--- src/rtl/fifo_drain_packer_pkg.sv ---
// Shared types and helpers for the FIFO drain packer.
package fifo_drain_packer_pkg;

  // Widest word the packer supports, in lanes.
  localparam int MAX_PACK = 8;

  typedef enum logic [1:0] {
    FILL  = 2'd0,
    HOLD  = 2'd1,
    DRAIN = 2'd2,
    EMIT  = 2'd3
  } state_e;

  // Lane-valid mask with the lowest cnt lanes set, limited to pack lanes.
  function automatic logic [MAX_PACK-1:0] keep_mask(input int cnt, input int pack);
    logic [MAX_PACK-1:0] m;
    m = '0;
    for (int i = 0; i < MAX_PACK; i++) begin
      m[i] = (i < cnt) && (i < pack);
    end
    return m;
  endfunction

endpackage

--- src/rtl/fifo_drain_packer_if.sv ---
// Packed-word valid/ready output stream of the FIFO drain packer.
interface fifo_drain_packer_if #(
  parameter int DATA_WIDTH = 8,
  parameter int PACK       = 4
);
  logic                       m_valid;
  logic                       m_ready;
  logic [DATA_WIDTH*PACK-1:0] m_data;
  logic [PACK-1:0]            m_keep;
  logic                       m_last;

  modport master (output m_valid, m_data, m_keep, m_last, input m_ready);
  modport slave  (input m_valid, m_data, m_keep, m_last, output m_ready);
endinterface

--- src/rtl/fifo_drain_packer_stream_out_reg.sv ---
// Single-entry valid/ready output register holding data, keep and last.
module fifo_drain_packer_stream_out_reg #(
  parameter int DATA_WIDTH = 8,
  parameter int PACK       = 4
) (
  input  logic                       clk,
  input  logic                       rst_n,
  input  logic                       load,
  input  logic [DATA_WIDTH*PACK-1:0] ld_data,
  input  logic [PACK-1:0]            ld_keep,
  input  logic                       ld_last,
  input  logic                       set_last,
  fifo_drain_packer_if.master        m_if
);

  logic                       valid_q, valid_d;
  logic [DATA_WIDTH*PACK-1:0] data_q, data_d;
  logic [PACK-1:0]            keep_q, keep_d;
  logic                       last_q, last_d;

  // Acceptance frees the slot; a load on the same edge refills it.
  always_comb begin
    valid_d = valid_q;
    data_d  = data_q;
    keep_d  = keep_q;
    last_d  = last_q;
    if (valid_q && m_if.m_ready) valid_d = 1'b0;
    if (load) begin
      valid_d = 1'b1;
      data_d  = ld_data;
      keep_d  = ld_keep;
      last_d  = ld_last;
    end else if (set_last) begin
      last_d = 1'b1;
    end
  end

  // Output register state.
  always_ff @(posedge clk or negedge rst_n) begin
    if (!rst_n) begin
      valid_q <= 1'b0;
      data_q  <= '0;
      keep_q  <= '0;
      last_q  <= 1'b0;
    end else begin
      valid_q <= valid_d;
      data_q  <= data_d;
      keep_q  <= keep_d;
      last_q  <= last_d;
    end
  end

  assign m_if.m_valid = valid_q;
  assign m_if.m_data  = data_q;
  assign m_if.m_keep  = keep_q;
  assign m_if.m_last  = last_q;

endmodule

--- src/rtl/fifo_drain_packer.sv ---
// Pops FIFO entries, packs PACK of them per output word, and on flush drains
// the FIFO and emits any trailing partial word marked with keep and last.
module fifo_drain_packer
  import fifo_drain_packer_pkg::*;
#(
  parameter int DATA_WIDTH = 8,
  parameter int PACK       = 4
) (
  input  logic                  clk,
  input  logic                  rst_n,
  input  logic                  fifo_empty,
  output logic                  fifo_rd_en,
  input  logic [DATA_WIDTH-1:0] fifo_data,
  input  logic                  flush,
  fifo_drain_packer_if.master   m_if,
  output logic                  flush_done,
  output logic                  busy
);

  localparam int WORD_W = DATA_WIDTH * PACK;
  localparam int CNT_W  = $clog2(PACK + 1);

  state_e              state_q, state_d;
  logic [CNT_W-1:0]    asm_cnt_q, asm_cnt_d;
  logic [WORD_W-1:0]   asm_data_q, asm_data_d;
  logic                pending_q, pending_d;
  logic                emit_wait_q, emit_wait_d;
  logic                flush_done_q, flush_done_d;

  logic [WORD_W-1:0]   cap_data;
  logic [CNT_W-1:0]    cap_cnt;
  logic                full, out_free, rd_en;
  logic                load, ld_last, set_last;
  logic [WORD_W-1:0]   ld_data;
  logic [PACK-1:0]     ld_keep;

  // Reads only while the assembly buffer has room for every in-flight entry;
  // gated by reset so the FIFO never sees a strobe while the packer is held.
  assign rd_en = rst_n && !fifo_empty &&
                 ((int'(asm_cnt_q) + int'(pending_q)) < PACK) &&
                 (state_q == FILL || state_q == DRAIN);

  // Capture returning data, then decide word hand-off and state transitions.
  always_comb begin
    cap_data = asm_data_q;
    cap_cnt  = asm_cnt_q;
    if (pending_q && (int'(asm_cnt_q) < PACK)) begin
      cap_data[int'(asm_cnt_q)*DATA_WIDTH +: DATA_WIDTH] = fifo_data;
      cap_cnt = asm_cnt_q + CNT_W'(1);
    end
    full     = (int'(cap_cnt) == PACK);
    out_free = !m_if.m_valid || m_if.m_ready;

    state_d      = state_q;
    asm_cnt_d    = cap_cnt;
    asm_data_d   = cap_data;
    pending_d    = rd_en;
    emit_wait_d  = emit_wait_q;
    flush_done_d = 1'b0;
    load         = 1'b0;
    ld_data      = cap_data;
    ld_keep      = '1;
    ld_last      = 1'b0;
    set_last     = 1'b0;

    case (state_q)
      FILL: begin
        if (full) begin
          if (out_free) begin
            load       = 1'b1;
            asm_cnt_d  = '0;
            asm_data_d = '0;
          end else begin
            state_d = HOLD;
          end
        end
        if (flush) state_d = DRAIN;
      end
      HOLD: begin
        if (out_free) begin
          load       = 1'b1;
          asm_cnt_d  = '0;
          asm_data_d = '0;
          state_d    = FILL;
        end
        if (flush) state_d = DRAIN;
      end
      DRAIN: begin
        // A full word still waiting here simply becomes the final word later.
        if (full && out_free) begin
          load       = 1'b1;
          asm_cnt_d  = '0;
          asm_data_d = '0;
        end
        if (fifo_empty && !pending_q) state_d = EMIT;
      end
      EMIT: begin
        if (emit_wait_q) begin
          if (m_if.m_valid && m_if.m_ready) begin
            flush_done_d = 1'b1;
            emit_wait_d  = 1'b0;
            state_d      = FILL;
          end
        end else if (asm_cnt_q != '0) begin
          if (out_free) begin
            load        = 1'b1;
            ld_keep     = PACK'(keep_mask(int'(asm_cnt_q), PACK));
            ld_last     = 1'b1;
            asm_cnt_d   = '0;
            asm_data_d  = '0;
            emit_wait_d = 1'b1;
          end
        end else if (m_if.m_valid && !m_if.m_ready) begin
          // Nothing left to pack: tag the word still waiting downstream.
          set_last    = 1'b1;
          emit_wait_d = 1'b1;
        end else begin
          flush_done_d = 1'b1;
          state_d      = FILL;
        end
      end
      default: state_d = FILL;
    endcase
  end

  // Packer FSM and assembly state.
  always_ff @(posedge clk or negedge rst_n) begin
    if (!rst_n) begin
      state_q      <= FILL;
      asm_cnt_q    <= '0;
      asm_data_q   <= '0;
      pending_q    <= 1'b0;
      emit_wait_q  <= 1'b0;
      flush_done_q <= 1'b0;
    end else begin
      state_q      <= state_d;
      asm_cnt_q    <= asm_cnt_d;
      asm_data_q   <= asm_data_d;
      pending_q    <= pending_d;
      emit_wait_q  <= emit_wait_d;
      flush_done_q <= flush_done_d;
    end
  end

  fifo_drain_packer_stream_out_reg #(
    .DATA_WIDTH (DATA_WIDTH),
    .PACK       (PACK)
  ) u_out_reg (
    .clk      (clk),
    .rst_n    (rst_n),
    .load     (load),
    .ld_data  (ld_data),
    .ld_keep  (ld_keep),
    .ld_last  (ld_last),
    .set_last (set_last),
    .m_if     (m_if)
  );

  assign fifo_rd_en = rd_en;
  assign flush_done = flush_done_q;
  assign busy       = (state_q != FILL) || pending_q;

endmodule

--- src/flat_wrapper.sv ---
// flat-port wrapper written by rule: the top's interface ports become plain ports
module fifo_drain_packer_flat import fifo_drain_packer_pkg::*;
#(
  parameter int DATA_WIDTH = 8,
  parameter int PACK       = 4
)
  (clk, rst_n, fifo_empty, fifo_rd_en, fifo_data, flush, flush_done, busy, m_if_m_valid, m_if_m_data, m_if_m_keep, m_if_m_last, m_if_m_ready);
  fifo_drain_packer_if #(.DATA_WIDTH(DATA_WIDTH), .PACK(PACK)) m_if_i ();
  input  logic clk;
  input  logic rst_n;
  input  logic fifo_empty;
  output logic fifo_rd_en;
  input  logic [DATA_WIDTH-1:0] fifo_data;
  input  logic flush;
  output logic flush_done;
  output logic busy;
  output wire logic [$bits(m_if_i.m_valid)-1:0] m_if_m_valid;
  output wire logic [$bits(m_if_i.m_data)-1:0] m_if_m_data;
  output wire logic [$bits(m_if_i.m_keep)-1:0] m_if_m_keep;
  output wire logic [$bits(m_if_i.m_last)-1:0] m_if_m_last;
  input wire logic [$bits(m_if_i.m_ready)-1:0] m_if_m_ready;
  assign m_if_m_valid = m_if_i.m_valid;
  assign m_if_m_data = m_if_i.m_data;
  assign m_if_m_keep = m_if_i.m_keep;
  assign m_if_m_last = m_if_i.m_last;
  assign m_if_i.m_ready = m_if_m_ready;
  fifo_drain_packer #(.DATA_WIDTH(DATA_WIDTH), .PACK(PACK)) u_core (.clk(clk), .rst_n(rst_n), .fifo_empty(fifo_empty), .fifo_rd_en(fifo_rd_en), .fifo_data(fifo_data), .flush(flush), .m_if(m_if_i), .flush_done(flush_done), .busy(busy));
endmodule
--- config.mk ---
export PLATFORM = sky130hd
export DESIGN_NAME = fifo_drain_packer_flat
export DESIGN_NICKNAME = d
export VERILOG_FILES = /design/src/rtl/fifo_drain_packer_pkg.sv /design/src/rtl/fifo_drain_packer_if.sv /design/src/rtl/fifo_drain_packer_stream_out_reg.sv /design/src/rtl/fifo_drain_packer.sv /design/src/flat_wrapper.sv
export SDC_FILE = /design/constraint.sdc
export NUM_CORES = 1
export LEC_CHECK = 0
export ABC_AREA = 1
export BUFFER_PORTS_ARGS = -buffer_cell sky130_fd_sc_hd__buf_2
export CORE_UTILIZATION = 50
export CTS_CLUSTER_SIZE = 28
export DETAILED_ROUTE_END_ITERATION = 8
export MAX_ROUTING_LAYER = met4
export PLACE_DENSITY = 0.71
export SLEW_MARGIN = 20
export SYNTH_ARGS = -nofsm -noshare
export SYNTH_HDL_FRONTEND = slang
export SYNTH_SLANG_ARGS = --single-unit
--- constraint.sdc ---
create_clock -name clk -period 5.1 [get_ports clk]
set_input_delay 0.51 -clock clk [delete_from_list [all_inputs] [get_ports clk]]
set_output_delay 0.51 -clock clk [all_outputs]
set_load 0.1 [all_outputs]
[Word-level counts from Yosys, hierarchy flattened]
Cells that the tools add are included.
Storage, ports and cells
  register bits after elaboration: 78
  input port bits: 13
  output and inout bits: 41
  word-level logic and storage cells: 106
Cells by class
  add/subtract/negate cells: 3
  order comparisons: 6
  equal/unequal tests: 11
  shift-type cells: 2
  mux-type cells: 53
  reductions and logical operators: 21
Operators with widths (number)
  2-to-1 mux 32 bit: 6
  case mux 32 bit (4 select lines): 1
  negator 6 -> 33 bit: 1
  variable shift 8 x 33 -> 32 bit, first input constant: 1
  indexed part select 8 x 33 -> 32 bit: 1
  bitwise mux 32 bit: 1
  < comparator 32 x 4 -> 1 bit, second input constant: 1
  2-to-1 mux 1 bit: 22
  2-to-1 mux 2 bit: 10
  2-to-1 mux 3 bit: 6
  2-to-1 mux 4 bit: 4
  != test 3 x 2 -> 1 bit, second input constant: 4
  case mux 3 bit (4 select lines): 1
  logical AND 1 bit: 8
  case mux 2 bit (4 select lines): 1
  AND reduction 7 bit: 1
  < comparator 1 x 3 -> 1 bit, first input constant: 2
  < comparator 2 x 3 -> 1 bit, first input constant: 2
  != test 3 bit, second input constant: 2
  nonzero test 2 bit: 3
  adder 3 x 1 -> 4 bit: 1
  equality test 2 bit, second input constant: 2
  logical NOT 1 bit: 4
  case mux 1 bit (4 select lines): 1
  other kinds (8): 10

[Logic depth before layout (Yosys ltp)]
Gate-level depths: netlist of run 1.
  word-level depth: 8
  depth in mapped cells: 12

[Cells and area by module]
Synthesis of run 1 repeated with hierarchy kept, for this count alone.
Second synthesis, totals
  cells, all modules: 451
  area, all modules: 3627.2 µm²
By module, submodules not included
  fifo_drain_packer: times used 1, cells each 287, area each 2157.1 µm², seq. area each 1001.0 µm²
  fifo_drain_packer_stream_out_reg: times used 1, cells each 164, area each 1470.2 µm², seq. area each 950.9 µm²

[Worst setup path after synthesis of run 1]
No wires, ideal clock.
  path kind: flip-flop to output port
  from: reg u_core.asm_cnt_q[0]
  to: out fifo_rd_en
  arrival time: 2.258 ns
  data required time: 4.590 ns
  setup slack: 2.332 ns
  stages on the path, launching flop included: 3
  path buffers: 1
  cell sequence: dfrtp_1 buf_4 a31oi_1
Between the ends
  longest elaborated chain between the ends: 4
Ends and longest elaborated chain
  from (decl): RTL line fifo_drain_packer.sv:24  | logic [CNT_W-1:0] asm_cnt_q, asm_cnt_d;
  from (signal assigned): RTL line fifo_drain_packer.sv:137  | asm_cnt_q <= asm_cnt_d;
  adder 3 x 1 -> 4 bit: RTL line fifo_drain_packer.sv:40  | ((int'(asm_cnt_q) + int'(pending_q)) < PACK) &&
  < comparator 32 x 4 -> 1 bit: RTL line fifo_drain_packer.sv:40
  logical AND 1 bit: RTL line fifo_drain_packer.sv:39  | assign rd_en = rst_n && !fifo_empty &&
  logical AND 1 bit: RTL line fifo_drain_packer.sv:40
  to (decl): RTL line flat_wrapper.sv:12  | output logic fifo_rd_en;
No other way between the ends.

[Final worst setup path of run 1]
  from: reg u_core.asm_cnt_q[0]
  to: reg u_core.u_out_reg.data_q[14], in the netlist u_core.u_out_reg.m_if.m_data[14]
Between the ends
  longest elaborated chain between the ends: 7
  elaborated cells on any way between the ends: 17
  classes of those cells: add/sub (2); order compare (1); eq/ne (1); shift (2); mux (8); reduce/logical (3)
Ends and longest elaborated chain
  parallel branches: the longest is 7 deep, another holds negator 6 -> 33 bit
  to (signal assigned): RTL line fifo_drain_packer_stream_out_reg.sv:47  | data_q <= data_d;
  to (decl): RTL line fifo_drain_packer_stream_out_reg.sv:17  | logic [DATA_WIDTH*PACK-1:0] data_q, data_d;
Parallel ways; which one is timed is not known.
A chain may end at the register's enable or synchronous reset.

==> results of run 1 <==
==> placed cells by master (no fill, tap or decap) <==
master,n
o31ai_1,2
nand3_1,55
nor4_4,1
ha_1,4
dfrtp_1,78
clkinvlp_4,1
inv_1,39
inv_2,2
inv_6,1
nor3_1,1
nor2_1,25
nand3_2,3
nand2_2,2
nand2_1,145
o21ai_1,5
clkbuf_8,10
nand4_1,4
nand2_4,1
o21ai_0,19
o21a_1,2
and3_1,4
a21oi_1,13
nor2_2,2
nand4_2,1
o21bai_1,1
buf_4,2
a31oi_1,2
clkinv_2,4
buf_2,52
a211oi_1,1
or2_2,1
and2_1,10
==> cells by family after synthesis <==
logic type,after synthesis
and+or+nand+nor,255
DFF,78
buffers and inverters,59
AOI/OAI and AO/OA,45
adders and majority gates,4
==> flip-flops by register name, summed over array words and instances, names as in the netlist <==
name                           count
u_core.flush_done                  1
u_core.pending_q                   1
u_core.asm_cnt_q                   3
u_core.u_out_reg.m_if.m_last       1
u_core.state_q                     2
u_core.u_out_reg.m_if.m_data      32
u_core.emit_wait_q                 1
u_core.asm_data_q                 32
u_core.u_out_reg.m_if.m_valid      1
u_core.u_out_reg.m_if.m_keep       4
==> per-layer routing <==
| layer | GRT usage, % | vias to the layer above | wire (um) |
|---|---|---|---|
| li1 | - | 1504 | - |
| met1 | 33.68 | 1381 | 3923 |
| met2 | 34.59 | 84 | 3610 |
| met3 | 2.844 | 8 | 302 |
| met4 | 8.048 | 0 | 85 |
| met5 | - | - | 0 |
==> worst max-delay path, stage by stage, from the launching register on <==
cell and delay [ns]:
dfrtp_1 0.60, inv_1 0.18, ha_1 0.32, inv_1 0.15, nand3_1 0.13, nand2_1 0.17, nand3_2 0.13, nor2_2 0.15
nand2_2 0.45, nand2_4 0.65, nand2_1 0.14, nand2_1 0.08
==> where the power goes <==
part           total [uW]  leakage, uW  switching (uW)  internal, uW
Clock                 415    0.0000922             227           188
Sequential            868      0.00106            98.8           769
Combinational        1530      0.00118            1270           258
Total                2810      0.00234            1590          1220
==> metrics by stage <==
step | hold WS [ns] | setup WS [ns]
detailed placement | 0.4644 | 1.864
global placement | 0.4566 | 2.022
CTS | 0.09109 | 1.845
floorplan | 0.2144 | 2.332
global route | 0.1071 | 1.491
finish | 0.08216 | 1.833
==> worst paths after layout <==
check                                                start                                to  depth (start not counted)
setup / recovery                       u_core.asm_cnt_q[0]  u_core.u_out_reg.m_if.m_data[14]                         11
hold / removal                                       rst_n   u_core.u_out_reg.m_if.m_data[7]                          1
setup reg to reg                       u_core.asm_cnt_q[0]  u_core.u_out_reg.m_if.m_data[14]                         11
hold reg to reg            u_core.u_out_reg.m_if.m_data[6]   u_core.u_out_reg.m_if.m_data[6]                          2
max in group asynchronous                            rst_n  u_core.u_out_reg.m_if.m_data[27]                          2
min in group clk                                fifo_empty                  u_core.pending_q                          4
==> layout make-up <==
type                    instances  area [um2]  area share (%)
clock buffers                  10       137.6           3.353
clock inverters                 6       36.28          0.8839
inverters                      41       153.9           3.749
repair buffers                 54       275.3           6.705
flip-flops and latches         78        1952           47.55
multi-input cells             304        1430           34.84
well taps                      96       120.1           2.926
==> cells in the mapped netlist, types with 5 or more instances <==
library cell | count | share of area, %
a21oi_1 | 13 | 1.8
and2_1 | 10 | 1.7
buf_2 | 5 | 0.68
buf_6 | 5 | 1.5
dfrtp_1 | 78 | 53
inv_1 | 39 | 4.0
nand2_1 | 145 | 15
nand3_1 | 55 | 7.5
nor2_1 | 25 | 2.6
o21ai_0 | 19 | 2.6
o21ai_1 | 5 | 0.68
==> flow_metrics.env, run 1 <==
export IMPL_fin_nets=505
export IMPL_drt_drc_violations_left=0
export IMPL_antenna_found_initial=0
export IMPL_io_buffers=53
export IMPL_synthSimpleGateAreaFrac_pct=31.12
export IMPL_crit_required_ns=5.38
export IMPL_synth_xor_area_share_pct=0
export IMPL_yosysWarnings=0
export IMPL_die_area_mm2=0.007655
export IMPL_final_core_util_pct=59.12
export IMPL_ys_ff_latch=78
export IMPL_grt_pass1_vias=2719
export IMPL_ant_nets=0
export IMPL_grt_max_degree=56
export IMPL_synth_fa_ha_area_share_pct=1.369
export IMPL_antennaDiodeCount=0
export IMPL_hp_class="primary input to async pin"
export IMPL_grt_overflow_total=0
export IMPL_ys_flop_type="dfrtp_1"
export IMPL_worst_pin_slew_ns=0.8216
export IMPL_report_final_slew_viol_count=0
export IMPL_synth_top_family_by_area="simple AND/OR/NAND/NOR gates"
export IMPL_ctsResizeCount=0
export IMPL_rsz0062_at_grt="false"
export IMPL_fin_total_pwr_uw=2809
export IMPL_relSlewSlack_pct=45.23
export IMPL_synth_compound_area_share_pct=6.642
export IMPL_rrSetupSlack_ns=1.83
export IMPL_power_density_mw_per_mm2=684.3
export IMPL_path_clk_slew_ns=0.08
export IMPL_grt_use_total_pct=23.50
export IMPL_synth_cell_type_count=31
export IMPL_synthArstFlopShare_pct=100.0
export IMPL_post_route_period_util_pct=64.06
export IMPL_synth_seq_area_share_pct=53.41
export IMPL_insertion_delay_ns=0.35
export IMPL_status="finished clean"
export IMPL_root_buffer="clkbuf_8"
export IMPL_ctsHoldBuffers=0
export IMPL_finalSetupViolations=0
export IMPL_drtIter0Drc=215
export IMPL_drive_gt1_share_pct=16.84
export IMPL_drt_total_wl_mm=7.921
export IMPL_endpoint_kind="flop"
export IMPL_cts_buffers=9
export IMPL_fin_skew_ns=0.009004
export IMPL_io_pins=54
export IMPL_final_hold_violation_count=0
export IMPL_gp_congestion=0.8991
export IMPL_syn_area_per_cell_um2=8.287
export IMPL_fin_area_mm2=0.004105
export IMPL_dr_total_vias=2977
export IMPL_dp_hpwl_mm=5.341
export IMPL_synth_mux_area_fraction_pct=0
export IMPL_p_leak_uw=0.002335
export IMPL_path_class="flop to flop"
export IMPL_placementRows=30
export IMPL_synth_nets=458
export IMPL_synth_edff_count=0
export IMPL_drt_first_pass_iters=6
export IMPL_placed_cell_area_mm2=0.003931
export IMPL_die_height_um=87.50
export IMPL_cts_buffer_depth=2
export IMPL_coreArea_mm2=0.006944
export IMPL_max_freq_mhz=306.1
export IMPL_period_needed_ns=3.267
export IMPL_drv_cap=0
export IMPL_dpl_cell_count=573
export IMPL_start_kind="flop"
export IMPL_synthCells=441
export IMPL_htreeDepth=3
export IMPL_peakVddDrop_mv=0.5274
export IMPL_synth_area_mm2=0.003655
export IMPL_grt_pass1_wl_mm=13.32
export IMPL_cts_setup_buffers=0
export IMPL_tns_ns=0
export IMPL_initial_core_util_pct=52.63
export IMPL_die_w_um=87.50
export IMPL_tritoncts="built"
export IMPL_n_fill_cell=634
export IMPL_post_drt_wl_per_cell_um=13.45
export IMPL_layout_cells_non_filler=589
export IMPL_areaGrowthSynthToFinish_pct=12.32
export IMPL_avgViaCountPerCell=5.054
export IMPL_cp_arrival_ns=3.55
export IMPL_cp_max_fo=55
export IMPL_clock_sinks=78
Power figures use the tool's default switching activity.
==> run 2: changes to the inputs <==
Clock period 5.1 ns to 3.1 ns, I/O delays scaled along.
==> run 2 against run 1 <==
Utilization up 1.4 points. Register-to-register slack got worse by 1.3 ns. Power grew 71%. Clock power grew 97%. Sequential share of layout area is 1.1 points lower. Flip-flop and latch count unchanged. Global-route usage increased by 0.79 points. Largest power group unchanged.
==> flow_metrics.env, run 2 (synthesis gave the netlist of run 1 again) <==
export IMPL_drt_first_pass_iters=6
export IMPL_cts_buffers=9
export IMPL_finalSetupViolations=0
export IMPL_initial_core_util_pct=52.63
export IMPL_grt_util_met1_pct=34.01
export IMPL_tns_ns=0
export IMPL_grt_max_degree=57
export IMPL_reg2reg_depth=11
export IMPL_post_drt_wl_per_cell_um=13.52
export IMPL_htreeDepth=3
export IMPL_relSlewSlack_pct=54.06
export IMPL_gp_congestion=0.8944
export IMPL_hold_depth=3
export IMPL_drtIter0Drc=228
export IMPL_cp_max_fo=55
export IMPL_die_w_um=87.50
export IMPL_drt_drc_violations_left=0
export IMPL_grt_pass1_vias=2834
export IMPL_antennaDiodeCount=0
export IMPL_drt_total_wl_mm=8.055
export IMPL_grtUsageMet2_pct=34.66
export IMPL_status="finished clean"
export IMPL_insertion_delay_ns=0.35
export IMPL_path_class="flop to flop"
export IMPL_cpMostUsedCell="nand2_1"
export IMPL_root_buffer="clkbuf_8"
export IMPL_coreArea_mm2=0.006944
export IMPL_ant_nets=0
export IMPL_power_density_mw_per_mm2=1141
export IMPL_cts_buffer_depth=2
export IMPL_worst_path_max_delay_cell="dfrtp_1"
export IMPL_antenna_found_initial=0
export IMPL_grt_busiest_layer="met2"
export IMPL_rsz0062_at_grt="false"
export IMPL_clock_sinks=78
export IMPL_path_depth=11
export IMPL_drive_gt1_share_pct=17.80
export IMPL_die_area_mm2=0.007655
export IMPL_grt_overflow_total=0
export IMPL_crit_family="simple AND/OR/NAND/NOR gates"
export IMPL_hp_class="primary input to flop"
export IMPL_placementRows=30
export IMPL_layout_cells_non_filler=596
export IMPL_n_fill_cell=641
export IMPL_areaGrowthSynthToFinish_pct=15.06
export IMPL_io_pins=54
export IMPL_use_met3_pct=5.687
export IMPL_path_cells="inv_1 -> ha_1 -> inv_1 -> nand3_1 -> nand2_1 -> nand3_2 -> nor2_2 -> nand2_2 -> nand2_4 -> nand2_1 -> nand2_1"
export IMPL_die_height_um=87.50
export IMPL_p_leak_uw=0.002381
export IMPL_crit_required_ns=3.39
export IMPL_post_route_period_util_pct=84.25
export IMPL_path_clk_slew_ns=0.08
export IMPL_max_stage_delay_ns=0.61
export IMPL_hold_ws_ns=0.2505
export IMPL_period_needed_ns=2.612
export IMPL_fin_nets=512
export IMPL_peakVddDrop_mv=0.8680
export IMPL_dr_total_vias=3048
export IMPL_worst_pin_slew_ns=0.6891
export IMPL_final_hold_violation_count=0
export IMPL_drv_cap=0
export IMPL_max_freq_mhz=382.9
export IMPL_avgViaCountPerCell=5.114
export IMPL_dpl_cell_count=579
export IMPL_fin_skew_ns=0.005814
export IMPL_final_core_util_pct=60.56
export IMPL_report_final_slew_viol_count=0
export IMPL_grt_pass1_wl_mm=13.67
export IMPL_layout_cells_most_common_list="145 x nand2_1, 78 x dfrtp_1, 55 x nand3_1, 52 x buf_2, 39 x inv_1"
export IMPL_io_buffers=53
export IMPL_grt_use_total_pct=24.28
export IMPL_timing_critical_path_buf_inv=2
export IMPL_start_kind="flop"
export IMPL_final_common_cell="nand2_1"
export IMPL_dp_hpwl_mm=5.341
export IMPL_cp_arrival_ns=2.91
export IMPL_endpoint_kind="flop"
export IMPL_tritoncts="built"
run 2: worst min-delay path, cell delays in order:
cell and delay [ns]:
buf_2 0.10, nand3_1 0.09, a21oi_1 0.06
run 2: routing by layer:
layer	part of all wire, %	up-vias	routed length, um
met5	0	-	0
met4	1.6	0	129
met3	5.2	13	421
met2	44	94	3576
met1	49	1424	3928
li1	-	1517	-
run 2: metrics by stage:
step / cell area (um2) / setup slack, ns / total power [uW]
after floorplan: 3655 / 0.5321 / 3596
after global placement: 3976 / 0.6069 / 3965
after detailed placement: 3976 / 0.5419 / 3991
after CTS: 4205 / 0.5286 / 4812
after global routing: 4205 / 0.2151 / 5066
final: 4205 / 0.4881 / 4799
run 2: path summary, 6_finish.rpt:
path                                             startpoint                          endpoint  slack [ns]
max                                     u_core.asm_cnt_q[0]   u_core.u_out_reg.m_if.m_data[8]        0.49
min                                            fifo_data[6]             u_core.asm_data_q[22]        0.25
max reg2reg                             u_core.asm_cnt_q[0]   u_core.u_out_reg.m_if.m_data[8]        0.49
min reg2reg                u_core.u_out_reg.m_if.m_data[22]  u_core.u_out_reg.m_if.m_data[22]        0.50
max in group asynchronous                             rst_n             u_core.asm_data_q[19]        1.73
min in group asynchronous                             rst_n   u_core.u_out_reg.m_if.m_data[2]        0.38
run 2: cell type report:
class / count / area, um2 / area share (%)
multi-input combinational: 304 / 1430 / 34.01
sequential: 78 / 1952 / 46.41
clock buffer: 12 / 165.2 / 3.927
timing repair buffer: 61 / 330.3 / 7.855
clock inverter: 4 / 53.80 / 1.279
tap: 96 / 120.1 / 2.856
inverter: 41 / 153.9 / 3.660
run 2: power breakdown:
group	switching, uW	internal, uW	total (uW)
logic	2100	456	2550
clock network	378	439	817
registers	162	1270	1430
run 2: timing repair:
action / 4_1_cts / 5_1_grt
hold endpoints to repair: 22 / 0
setup buffers: 0 / 0
hold buffers: 1 / 0
setup endpoints to repair: 0 / 0
resized for setup: 0 / 0
